### src/rtl/onehot_scan_encoder_pkg.sv
// Shared types and helpers for onehot_scan_encoder: FSM state, default width, one-hot test.
package enc_pkg;

  localparam int N_DEFAULT = 8;
  localparam int MAX_N     = 64;

  typedef enum logic {
    IDLE = 1'b0,
    SCAN = 1'b1
  } state_t;

  function automatic logic is_onehot(input logic [MAX_N-1:0] v);
    int cnt;
    cnt = 0;
    for (int i = 0; i < MAX_N; i++) begin
      cnt = cnt + int'(v[i]);
    end
    return (cnt == 1);
  endfunction

endpackage

### src/rtl/onehot_scan_encoder_if.sv
// Vector-in / index-out handshake bundle; slave is the encoder side, master the producer/consumer side.
interface onehot_scan_encoder_if
  import enc_pkg::*;
#(
  parameter int N = N_DEFAULT
);
  localparam int W = $clog2(N);

  logic         in_valid;
  logic         in_ready;
  logic [N-1:0] in_vec;
  logic         out_valid;
  logic         out_ready;
  logic [W-1:0] out_idx;
  logic         out_last;
  logic         out_none;

  modport slave (
    input  in_valid, in_vec, out_ready,
    output in_ready, out_valid, out_idx, out_last, out_none
  );

  modport master (
    output in_valid, in_vec, out_ready,
    input  in_ready, out_valid, out_idx, out_last, out_none
  );
endinterface

### src/rtl/onehot_scan_encoder_prio_enc.sv
// Combinational N->W priority encoder, zero input gives 0; SCAN_HIGH_FIRST_EN picks the highest set bit.
module prio_enc #(
  parameter int N = 8,
  parameter int W = $clog2(N)
) (
  input  logic [N-1:0] i_vec,
  output logic [W-1:0] o_idx
);

  always_comb begin
    o_idx = '0;
`ifdef SCAN_HIGH_FIRST_EN
    // Ascending sweep: the last hit, i.e. the highest set bit, wins.
    for (int i = 0; i < N; i++) begin
      if (i_vec[i]) o_idx = W'(i);
    end
`else
    // Descending sweep: the last hit, i.e. the lowest set bit, wins.
    for (int i = N - 1; i >= 0; i--) begin
      if (i_vec[i]) o_idx = W'(i);
    end
`endif
  end

endmodule

### src/rtl/onehot_scan_encoder.sv
// Multi-hot vector to index stream, one beat per set bit (one beat for zero); order set by SCAN_HIGH_FIRST_EN.
// First beat one cycle after accept; beats hold under out_ready low; in_ready reasserts on the accepted last beat.
module onehot_scan_encoder
  import enc_pkg::*;
#(
  parameter int N = N_DEFAULT
) (
  input  logic                  clk,
  input  logic                  rst_n,
  onehot_scan_encoder_if.slave  bus
);
  localparam int W = $clog2(N);

  state_t       r_state;
  state_t       w_state_nxt;
  logic [N-1:0] r_pending;
  logic [N-1:0] w_pending_nxt;
  logic         r_zero;
  logic         w_zero_nxt;

  logic [W-1:0] w_idx;
  logic [N-1:0] w_idx_mask;
  logic         w_valid;
  logic         w_last;
  logic         w_fire;
  logic         w_in_rdy;
  logic         w_accept;

  prio_enc #(.N(N), .W(W)) u_prio_enc (
    .i_vec (r_pending),
    .o_idx (w_idx)
  );

  assign w_valid    = (r_state == SCAN);
  assign w_last     = w_valid & (r_zero | is_onehot(MAX_N'(r_pending)));
  assign w_fire     = w_valid & bus.out_ready;
  assign w_in_rdy   = (r_state == IDLE) | (w_fire & w_last);
  assign w_accept   = bus.in_valid & w_in_rdy;
  assign w_idx_mask = N'(1) << w_idx;

  assign bus.in_ready  = w_in_rdy;
  assign bus.out_valid = w_valid;
  assign bus.out_idx   = w_idx;
  assign bus.out_last  = w_last;
  assign bus.out_none  = w_valid & r_zero;

  always_comb begin
    w_state_nxt   = r_state;
    w_pending_nxt = r_pending;
    w_zero_nxt    = r_zero;
    if (w_fire) begin
      w_pending_nxt = r_pending & ~w_idx_mask;
      if (w_last) w_state_nxt = IDLE;
    end
    // A new vector overrides the retire above, giving a bubble-free hand-over.
    if (w_accept) begin
      w_pending_nxt = bus.in_vec;
      w_zero_nxt    = (bus.in_vec == '0);
      w_state_nxt   = SCAN;
    end
  end

  always_ff @(posedge clk or negedge rst_n) begin
    if (!rst_n) begin
      r_state   <= IDLE;
      r_pending <= '0;
      r_zero    <= 1'b0;
    end else begin
      r_state   <= w_state_nxt;
      r_pending <= w_pending_nxt;
      r_zero    <= w_zero_nxt;
    end
  end

endmodule

### src/flat_wrapper.sv
// flat-port wrapper written by rule: the top's interface ports become plain ports
module onehot_scan_encoder_flat import enc_pkg::*;
#(
  parameter int N = N_DEFAULT
)
  (clk, rst_n, bus_in_valid, bus_in_vec, bus_out_ready, bus_in_ready, bus_out_valid, bus_out_idx, bus_out_last, bus_out_none);
  onehot_scan_encoder_if #(.N(N)) bus_i ();
  input  logic clk;
  input  logic rst_n;
  input wire logic [$bits(bus_i.in_valid)-1:0] bus_in_valid;
  input wire logic [$bits(bus_i.in_vec)-1:0] bus_in_vec;
  input wire logic [$bits(bus_i.out_ready)-1:0] bus_out_ready;
  output wire logic [$bits(bus_i.in_ready)-1:0] bus_in_ready;
  output wire logic [$bits(bus_i.out_valid)-1:0] bus_out_valid;
  output wire logic [$bits(bus_i.out_idx)-1:0] bus_out_idx;
  output wire logic [$bits(bus_i.out_last)-1:0] bus_out_last;
  output wire logic [$bits(bus_i.out_none)-1:0] bus_out_none;
  assign bus_i.in_valid = bus_in_valid;
  assign bus_i.in_vec = bus_in_vec;
  assign bus_i.out_ready = bus_out_ready;
  assign bus_in_ready = bus_i.in_ready;
  assign bus_out_valid = bus_i.out_valid;
  assign bus_out_idx = bus_i.out_idx;
  assign bus_out_last = bus_i.out_last;
  assign bus_out_none = bus_i.out_none;
  onehot_scan_encoder #(.N(N)) u_core (.clk(clk), .rst_n(rst_n), .bus(bus_i));
endmodule
### config.mk
export PLATFORM = sky130hd
export DESIGN_NAME = onehot_scan_encoder_flat
export DESIGN_NICKNAME = d
export VERILOG_FILES = /design/src/rtl/onehot_scan_encoder_pkg.sv /design/src/rtl/onehot_scan_encoder_if.sv /design/src/rtl/onehot_scan_encoder_prio_enc.sv /design/src/rtl/onehot_scan_encoder.sv /design/src/flat_wrapper.sv
export SDC_FILE = /design/constraint.sdc
export NUM_CORES = 1
export LEC_CHECK = 0
export BUFFER_PORTS_ARGS = -buffer_cell sky130_fd_sc_hd__buf_2
export CAP_MARGIN = 40
export CORE_MARGIN = 2
export CORE_UTILIZATION = 45
export CTS_BUF_LIST = sky130_fd_sc_hd__clkbuf_4
export CTS_CLUSTER_DIAMETER = 30
export DETAILED_ROUTE_END_ITERATION = 8
export GPL_TIMING_DRIVEN = 0
export PLACE_DENSITY = 0.66
export SETUP_SLACK_MARGIN = 0.3
export SYNTH_ARGS = -nofsm -noshare
export SYNTH_HDL_FRONTEND = slang
export SYNTH_SLANG_ARGS = --single-unit
### constraint.sdc
create_clock -name clk -period 5.5 [get_ports clk]
set_input_delay 0.55 -clock clk [delete_from_list [all_inputs] [get_ports clk]]
set_output_delay 0.55 -clock clk [all_outputs]
set_load 0.02 [all_outputs]
==> flow_summary.yaml <==
outcome:
  status: "completed"
detailed_routing:
  dr.first_iter.drc_count: 11
  wl_met3_um: 30
  firstDrtPassIters: 4
  wl_met2_um: 813
  met1Wirelength_um: 711
  post_drt_wl_per_cell_um: 12.42
  routed_wl_um: 1565
  vias_per_cell: 5.198
  drc: 0
  highest_layer: "met4"
  ant_nets: 0
  vias: 655
clock_tree:
  cts.sinks: 10
  htree_levels: 1
  cts_buffer_depth: 2
  clk_pin_slew_worst_paths_ps: 60
  cts_made_buffers: 3
  hold_buffers: 0
  cts_root_buffer: "clkbuf_4"
  cts_setup_buffers: 0
  insertion_delay_ps: 260
  cts_resized: 0
  cts_tree: "yes"
setup_path:
  cp.arrival_ps: 3590
  critPathLaunchType: "flop"
  crit_fanout: 6
  timing.critical_path.mode_cell: "fa_1"
  crit_chain: "ha_1, inv_1, fa_1, fa_1, fa_1, fa_1, o31ai_2, a21oi_1, o21ai_0, buf_2"
  cp-end-kind: "primary output"
  critical_path_class: "flop to primary output"
  critical_path_buf_inv_count: 2
  critPathTopFamily: "adder cells"
  cp_slowest_stage_delay_ps: 490
  slowest_stage: "fa_1"
  required_ps: 4950
timing:
  fin_crit_sh_pct: 75.32
  hold_ws_ps: 137.5
  fin_crit_ps: 4142
  worst_pin_slew_ps: 413.9
  hold_viol: 0
  relSlewSlack_pct: 72.12
  fin_setup_tns_ps: 0
  fin_ws_ps: 1358
  finalMaxSlewViolations: 0
  rsz0062_at_grt: "no"
  skew_ps: 2.837
  finalSetupViolCount: 0
  timing.fmax_mhz: 241.4
floorplan:
  die_h_um: 45.66
  initial_core_util_pct: 46.74
  pin_count: 19
  rows: 15
  coreArea_mm2: 0.001670
  die_x_um: 45.66
  die_area_mm2: 0.002084
synth:
  ys_ff_latch: 10
  synth_top_area_share_pct: 32.05
  syn-instance-count: 88
  synth_edf_count: 0
  async_reset_ff_share_pct: 100.0
  yosys_warnings: 0
  ys_seq_area_share_pct: 32.05
  synth-main-ff-cell: "dfrtp_1"
  ys_types: 26
  yosysTopAreaCell: "dfrtp_1"
  synthTopCellsByCount: "inv_1, dfrtp_1, nand2_1"
  syn-num-nets: 107
  netlist_area_um2: 780.7
  ys_top_cells_by_area: "dfrtp_1, fa_1, mux2i_1, inv_1, o21ai_0"
  synth_most_common_cell: "inv_1"
  avgSynthCellArea_um2: 8.872
global_route:
  antenna_found_initial: 0
  grt_pass1_vias: 669
  grt_pass1_wl_um: 2628
  grt_use_total_pct: 17.99
  grt_max_degree: 11
  grt_overflow: 0
placement:
  io_buffers: 18
  gp_congestion: 0.7270
  pre_cts_slack_ps: 1626
  dpl.hpwl_um: 1325
cells_and_area:
  multi_input_area_um2: 439.2
  antenna_cells: 0
  final_nets: 130
  seq_area_um2: 250.2
  area_delta_synth_final_pct: 17.15
  drive_above_1_share_pct: 23.85
  fillers: 167
job:
  drv_cap: 0
min_path:
  hold_path_class: "input port to async pin"
path summary, 6_finish.rpt:
path	from	end	slack (ps)	depth (start not counted)
max reg2reg	u_core.r_pending[0]$_DFFE_PN0P_	u_core.r_pending[5]$_DFFE_PN0P_	2010	11
min reg2reg	u_core.r_zero$_DFFE_PN0P_	u_core.r_zero$_DFFE_PN0P_	570	2
max	u_core.r_pending[0]$_DFFE_PN0P_	bus_in_ready	1360	10
max in group asynchronous	rst_n	u_core.bus.out_valid$_DFFE_PN0P_	5170	1
min in group clk	bus_in_vec[2]	u_core.r_pending[2]$_DFFE_PN0P_	530	3
min	rst_n	u_core.r_pending[2]$_DFFE_PN0P_	140	1
per-stage QoR:
step	utilization, %	instance area [um2]	cells
floorplan	-	780.7	88
global route	54.76	914.6	126
CTS	54.76	914.6	126
detailed placement	53.41	892.1	123
finish	54.76	914.6	126
global placement	53.41	892.1	123
area by class of cell:
cell class	instances	area share (%)
Buffer	2	1.778
Clock buffer	3	2.462
Inverter	20	8.208
Multi-Input combinational cell	56	48.02
Sequential cell	10	27.36
Tap cell	17	2.326
Timing Repair Buffer	18	9.850
routing by layer:
layer	up-vias	track usage, %
li1	334	-
met1	310	21.50
met2	9	31.27
met3	2	1.190
met4	0	10.59
met5	-	0
logic make-up after synthesis:
| logic type | Yosys count | synth area share [%] |
|---|---|---|
| muxes | 8 | 10.26 |
| DFF | 10 | 32.05 |
| AOI/OAI and AO/OA | 18 | 14.74 |
| and+or+nand+nor | 23 | 16.19 |
| buffers and inverters | 22 | 11.70 |
| adders and majority gates | 7 | 15.07 |
cells in the final DEF (no fill, tap or decap), types with 4 or more instances in the layout:
cell type  count
o21ai_0        8
fa_1           4
nand2_1        9
buf_2         19
inv_1         20
dfrtp_1       10
mux2i_1        8
sequential cells by signal (all words and copies together), names as in the netlist:
register / count
u_core.r_pending: 8
u_core.bus.out_valid: 1
u_core.r_zero: 1
Power is left out: the tool's default activity adds up to more than one toggle a clock period on the data nets, which glitch-free logic cannot reach.
